--- config.mk ---
export PLATFORM = sky130hd
export DESIGN_NAME = booth_sequencer_flat
export DESIGN_NICKNAME = d
export VERILOG_FILES = /design/src/rtl/booth_sequencer_if.sv /design/src/rtl/booth_sequencer.sv /design/src/flat_wrapper.sv
export SDC_FILE = /design/constraint.sdc
export NUM_CORES = 1
export LEC_CHECK = 0
export BUFFER_PORTS_ARGS = -buffer_cell sky130_fd_sc_hd__buf_4
export CAP_MARGIN = 10
export CORE_ASPECT_RATIO = 0.8
export CORE_MARGIN = 2
export CORE_UTILIZATION = 40
export DETAILED_ROUTE_END_ITERATION = 7
export PLACE_DENSITY = 0.69
export RECOVER_POWER = 25
export SYNTH_ARGS = -nofsm -noshare
export SYNTH_HDL_FRONTEND = slang
export SYNTH_SLANG_ARGS = --single-unit
--- constraint.sdc ---
create_clock -name clk -period 2.65 [get_ports clk]
set_input_delay 0.1325 -clock clk [delete_from_list [all_inputs] [get_ports clk]]
set_output_delay 0.1325 -clock clk [all_outputs]
set_load 0.01 [all_outputs]
--- src/rtl/booth_sequencer_if.sv ---
// Operand and result handshakes of the Booth sequencer.
// The master side supplies operand pairs and consumes results.
// The slave side is the sequencer itself.
interface booth_sequencer_if #(
  parameter int WIDTH = 8
);
  logic                      op_valid;
  logic                      op_ready;
  logic signed [WIDTH-1:0]   op_m;
  logic signed [WIDTH-1:0]   op_q;
  logic                      res_valid;
  logic                      res_ready;
  logic signed [2*WIDTH-1:0] res_product;
  logic                      res_timeout;

  modport master (
    output op_valid, op_m, op_q, res_ready,
    input  op_ready, res_valid, res_product, res_timeout
  );

  modport slave (
    input  op_valid, op_m, op_q, res_ready,
    output op_ready, res_valid, res_product, res_timeout
  );
endinterface

--- src/rtl/booth_sequencer.sv ---
// Control stage around the byte-serial Booth multiplier core.
// It takes one signed operand pair, issues beginsig, then loads M and Q over inbus
// with locksig. It waits for endsig and rebuilds the product from two outbus bytes,
// hi byte first. A watchdog turns a core that never raises endsig into a timeout
// result.
// TIMEOUT must be at least 1.
module booth_sequencer #(
  parameter int WIDTH   = 8,
  parameter int TIMEOUT = 255
) (
  input  logic                 clk,
  input  logic                 rst_n,
  booth_sequencer_if.slave     bus,
  output logic                 beginsig,
  output logic                 locksig,
  output logic [WIDTH-1:0]     inbus,
  input  logic [WIDTH-1:0]     outbus,
  input  logic                 endsig
);

  localparam int WD_W = $clog2(TIMEOUT + 1);

  typedef enum logic [2:0] {
    S_IDLE,
    S_BEGIN,
    S_LOAD_M,
    S_LOAD_Q,
    S_WAIT,
    S_CAP_LO,
    S_HOLD
  } state_t;

  state_t                  state;
  logic [WD_W-1:0]         wd;
  logic signed [WIDTH-1:0] m_reg;
  logic signed [WIDTH-1:0] q_reg;
  logic [WIDTH-1:0]        hi_byte;

  // Operand and hi-byte holding registers; they carry data only, so they have no reset.
  always_ff @(posedge clk) begin
    if (state == S_IDLE && bus.op_valid && bus.op_ready) begin
      m_reg <= bus.op_m;
      q_reg <= bus.op_q;
    end
    if (state == S_WAIT && endsig) begin
      hi_byte <= outbus;
    end
  end

  // Sequencer FSM with registered core strobes, handshake outputs and watchdog.
  always_ff @(posedge clk or negedge rst_n) begin
    if (!rst_n) begin
      state           <= S_IDLE;
      wd              <= '0;
      bus.op_ready    <= 1'b0;
      bus.res_valid   <= 1'b0;
      bus.res_product <= '0;
      bus.res_timeout <= 1'b0;
      beginsig        <= 1'b0;
      locksig         <= 1'b0;
      inbus           <= '0;
    end else begin
      case (state)
        S_IDLE: begin
          if (bus.op_valid && bus.op_ready) begin
            bus.op_ready <= 1'b0;
            beginsig     <= 1'b1;
            state        <= S_BEGIN;
          end else begin
            // op_ready comes up one cycle after reset release.
            bus.op_ready <= 1'b1;
          end
        end
        S_BEGIN: begin
          beginsig <= 1'b0;
          locksig  <= 1'b1;
          inbus    <= m_reg;
          state    <= S_LOAD_M;
        end
        S_LOAD_M: begin
          inbus <= q_reg;
          state <= S_LOAD_Q;
        end
        S_LOAD_Q: begin
          // inbus keeps Q through WAIT.
          locksig <= 1'b0;
          wd      <= '0;
          state   <= S_WAIT;
        end
        S_WAIT: begin
          // endsig takes priority over the watchdog on its final cycle.
          if (endsig) begin
            state <= S_CAP_LO;
          end else if (wd == WD_W'(TIMEOUT - 1)) begin
            bus.res_product <= '0;
            bus.res_timeout <= 1'b1;
            bus.res_valid   <= 1'b1;
            state           <= S_HOLD;
          end else begin
            wd <= wd + 1'b1;
          end
        end
        S_CAP_LO: begin
          bus.res_product <= {hi_byte, outbus};
          bus.res_timeout <= 1'b0;
          bus.res_valid   <= 1'b1;
          state           <= S_HOLD;
        end
        S_HOLD: begin
          if (bus.res_ready) begin
            bus.res_valid   <= 1'b0;
            bus.res_timeout <= 1'b0;
            bus.op_ready    <= 1'b1;
            state           <= S_IDLE;
          end
        end
        default: begin
          state <= S_IDLE;
        end
      endcase
    end
  end

endmodule

--- src/flat_wrapper.sv ---
// flat-port wrapper written by rule: the top's interface ports become plain ports
module booth_sequencer_flat 
#(
  parameter int WIDTH   = 8,
  parameter int TIMEOUT = 255
)
  (clk, rst_n, beginsig, locksig, inbus, outbus, endsig, bus_op_valid, bus_op_m, bus_op_q, bus_res_ready, bus_op_ready, bus_res_valid, bus_res_product, bus_res_timeout);
  booth_sequencer_if #(.WIDTH(WIDTH)) bus_i ();
  input  logic clk;
  input  logic rst_n;
  output logic beginsig;
  output logic locksig;
  output logic [WIDTH-1:0] inbus;
  input  logic [WIDTH-1:0] outbus;
  input  logic endsig;
  input wire logic [$bits(bus_i.op_valid)-1:0] bus_op_valid;
  input wire logic [$bits(bus_i.op_m)-1:0] bus_op_m;
  input wire logic [$bits(bus_i.op_q)-1:0] bus_op_q;
  input wire logic [$bits(bus_i.res_ready)-1:0] bus_res_ready;
  output wire logic [$bits(bus_i.op_ready)-1:0] bus_op_ready;
  output wire logic [$bits(bus_i.res_valid)-1:0] bus_res_valid;
  output wire logic [$bits(bus_i.res_product)-1:0] bus_res_product;
  output wire logic [$bits(bus_i.res_timeout)-1:0] bus_res_timeout;
  assign bus_i.op_valid = bus_op_valid;
  assign bus_i.op_m = bus_op_m;
  assign bus_i.op_q = bus_op_q;
  assign bus_i.res_ready = bus_res_ready;
  assign bus_op_ready = bus_i.op_ready;
  assign bus_res_valid = bus_i.res_valid;
  assign bus_res_product = bus_i.res_product;
  assign bus_res_timeout = bus_i.res_timeout;
  booth_sequencer #(.WIDTH(WIDTH), .TIMEOUT(TIMEOUT)) u_core (.clk(clk), .rst_n(rst_n), .bus(bus_i), .beginsig(beginsig), .locksig(locksig), .inbus(inbus), .outbus(outbus), .endsig(endsig));
endmodule
==> metrics.md <==
| Metric | Value |
|---|---|
| Power per cell area | `1040 nW/µm²` |
| WL final | `5510 µm` |
| WHS Endpoint | `u_core.state[1]$_DFFE_PN0P_` |
| Max-Cap Viols | `0` |
| Vias/cell | `5.09` |
| Final Hold Fails | `0` |
| Area of the multi-input gates | `757 µm²` |
| Filler Cell Count | `516` |
| Worst path cell trace | `inv_1, ha_1, nand3_1, o31ai_1, nand2_1, a22o_1` |
| Hold Slack | `0.104 ns` |
| Die area | `6980 µm²` |
| Post-synth EDFFs | `24` |
| CTS tree | `yes` |
| Critical path class | `reg -> reg` |
| Most frequent cell after synthesis | `dfrtp_1` |
| R2r setup slk | `0.55 ns` |
| Dpl cell area | `3070 µm²` |
| Max reg flops | `16` |
| CP Data Required Time | `2.86 ns` |
| Iteration-0 DRC Markers | `78` |
| Ys flop type | `dfrtp_1` |
| Syn_area_per_cell | `13.1 µm²` |
| Overflow left after global routing | `0` |
| Post-route ant nets | `0` |
| Fraction of layout cells with a size suffix above 1 | `28.2%` |
| Max Fclk | `475 MHz` |
| Core Rows | `25` |
| Cell area after layout | `3520 µm²` |
| Final min period | `2.10 ns` |
| Pin count of the biggest net entering global routing | `41` |
| Worst slew margin | `28.0%` |
| Post-route DRC violation count | `0` |
| Avg WL per Cell | `15.0 µm` |
| Crit end category | `flop` |
| Via count | `1,874` |
| Register clock-pin slew on the reported worst setup and hold paths | `0.07 ns` |
| Synth warnings | `0` |
| Share of the synthesized area in the top cell type | `39.6%` |
| I/O Pins | `58` |
| # resized after CTS | `0` |
| Top cells by count, synth | `dfrtp_1 (40), edfxtp_1 (24), nand2_1 (20)` |
| Max-slew violations | `0` |
| Leakage power | `1.54 nW` |
| Starting density of the core | `42.1%` |
| WHS Path Cells | `4` |
| Netlist Area Pre-Place | `2530 µm²` |
| FF-to-FF path depth | `6` |
| Vias in the first global route | `1,884` |
| Slowest stage delay, CP | `0.44 ns` |
| Clock Skew | `0.0111 ns` |
| Ant diodes | `0` |
| Syn Nets | `224` |
| RSZ-0062 raised after global routing | `no` |
| Area contributors post-synth | `dfrtp_1 (40%), edfxtp_1 (29%), a22o_1 (6.2%)` |
| I/O Buffers | `57` |
| Antenna violations before repair | `0` |
| Arr. time, crit path | `2.32 ns` |
| Hold Path Class | `in -> reg` |
| Drt pass-1 iters | `4` |
| R2R Path End | `u_core.bus.res_product[1]$_DFFE_PN0P_` |
| Seq cells post-synth | `64` |
| Max Root-Sink Buffers | `2` |
| Total CTS buffers | `9` |
| Hold buffers post-CTS | `25` |
| Die height | `75.1 µm` |
| Horiz. Die Dim | `92.9 µm` |
| Asr flop ratio synth | `62.5%` |
| Worst-margin pin slew | `1.08 ns` |
| Area growth from synthesis to layout | `39.3%` |
| H-tree levels | `3` |
| Slowest CP cell | `nand2_1` |
| Synth area leader | `dfrtp_1` |
| Worst skew pair latency | `0.34 ns` |
| Routability cong. | `0.805` |
| Post-DP HPWL | `3510 µm` |
| Setup Fix Bufs, Post-CTS | `0` |
| Final Setup Violations | `0` |
| Total track usage | `17.1%` |
| CP startpoint kind | `flop` |
| Peak VDD IR | `389 µV` |
| CTS Root Buffer Type | `clkbuf_8` |
| TNS Setup | `0 ns` |
| Final Cycle Share | `79.4%` |
| Seq/Total Area, Yosys | `68.1%` |
| Crit Reg-Reg Startpoint | `u_core.wd[0]$_DFFE_PN0P_` |
| Hold Crit Start | `bus_res_ready` |
| Final core utilization | `58.7%` |
| Number of distinct library cells after synthesis | `37` |
| First-pass GRT wire length | `8940 µm` |
| Core footprint | `6010 µm²` |
| Nets | `313` |
| Sequential Area | `1720 µm²` |
| Mapped Cells | `193` |
| Worst-path fanout max | `16` |
| Register name with the most flops | `u_core.bus.res_product` |
| # clock sinks | `64` |
| Outcome | `finished clean` |
[power breakdown]
group / internal [mW] / switching (mW)
clock: 0.527 / 0.369
sequential: 1.33 / 0.194
combinational: 0.604 / 0.637
[final cells by class]
type	count	area share [%]
Clock inverter	6	2.38
Multi-Input combinational cell	114	21.5
Inverter	5	0.533
Tap cell	81	2.88
Sequential cell	64	48.9
Timing Repair Buffer	88	20.2
Clock buffer	10	3.62
[routing by layer]
layer | wire, µm | share of wire [%] | track usage, % | vias to the layer above
met5 | 0 | 0 | 0 | -
met4 | 50 | 0.91 | 5.88 | 0
met3 | 315 | 5.7 | 5.51 | 7
met2 | 2600 | 47 | 28.5 | 59
met1 | 2540 | 46 | 21.4 | 908
li1 | - | - | - | 900
[how the worst max path moves through the flow]
stage / end / start / slack [ns]
floorplan: u_core.m_reg[0]$_DFFE_PP_ / u_core.state[1]$_DFFE_PN0P_ / 0.51
global placement: u_core.wd[3]$_DFFE_PN0P_ / u_core.state[2]$_DFFE_PN0P_ / 0.69
detailed placement: u_core.bus.res_product[1]$_DFFE_PN0P_ / u_core.wd[0]$_DFFE_PN0P_ / 0.61
CTS: u_core.bus.res_product[1]$_DFFE_PN0P_ / u_core.wd[0]$_DFFE_PN0P_ / 0.56
global route: u_core.bus.res_product[1]$_DFFE_PN0P_ / u_core.wd[0]$_DFFE_PN0P_ / 0.28
finish: u_core.bus.res_product[1]$_DFFE_PN0P_ / u_core.wd[0]$_DFFE_PN0P_ / 0.55
[cells in the final DEF (no fill, tap or decap), drive strengths merged, types with 3 or more instances in the layout]
cell         count
nand2           20
dlygate4sd3     25
a22o            18
inv              5
dfrtp           40
buf             38
a21oi            3
nand3           11
clkbuf          35
nor2             8
clkinv           4
o21ai           13
edfxtp          24
a22oi            8
nor2b            4
[critical path: cells and delay by family (launching register included)]
family	cells	cell delay, ns
AOI/OAI and AO/OA	2	0.72
adders and majority gates	1	0.17
buffers and inverters	1	0.08
DFF	1	0.42
and+or+nand+nor	2	0.60
[logic make-up after synthesis]
kind of cell | count (synthesis) | synth area share (%)
DFF | 64 | 68.1
and+or+nand+nor | 55 | 10.6
AOI/OAI and AO/OA | 54 | 16.6
buffers and inverters | 15 | 2.57
xor gates and xnor gates | 2 | 0.693
adders and majority gates | 2 | 0.989
muxes | 1 | 0.396
[per-stage QoR]
step	cells	setup WS, ns	total power, mW
after floorplan	193	0.507	2.19
after global placement	327	0.687	2.74
after detailed placement	327	0.610	2.77
after CTS	368	0.562	3.70
after global routing	368	0.284	3.92
final	368	0.547	3.66
Note: power is estimated with default switching activity, not from simulation.
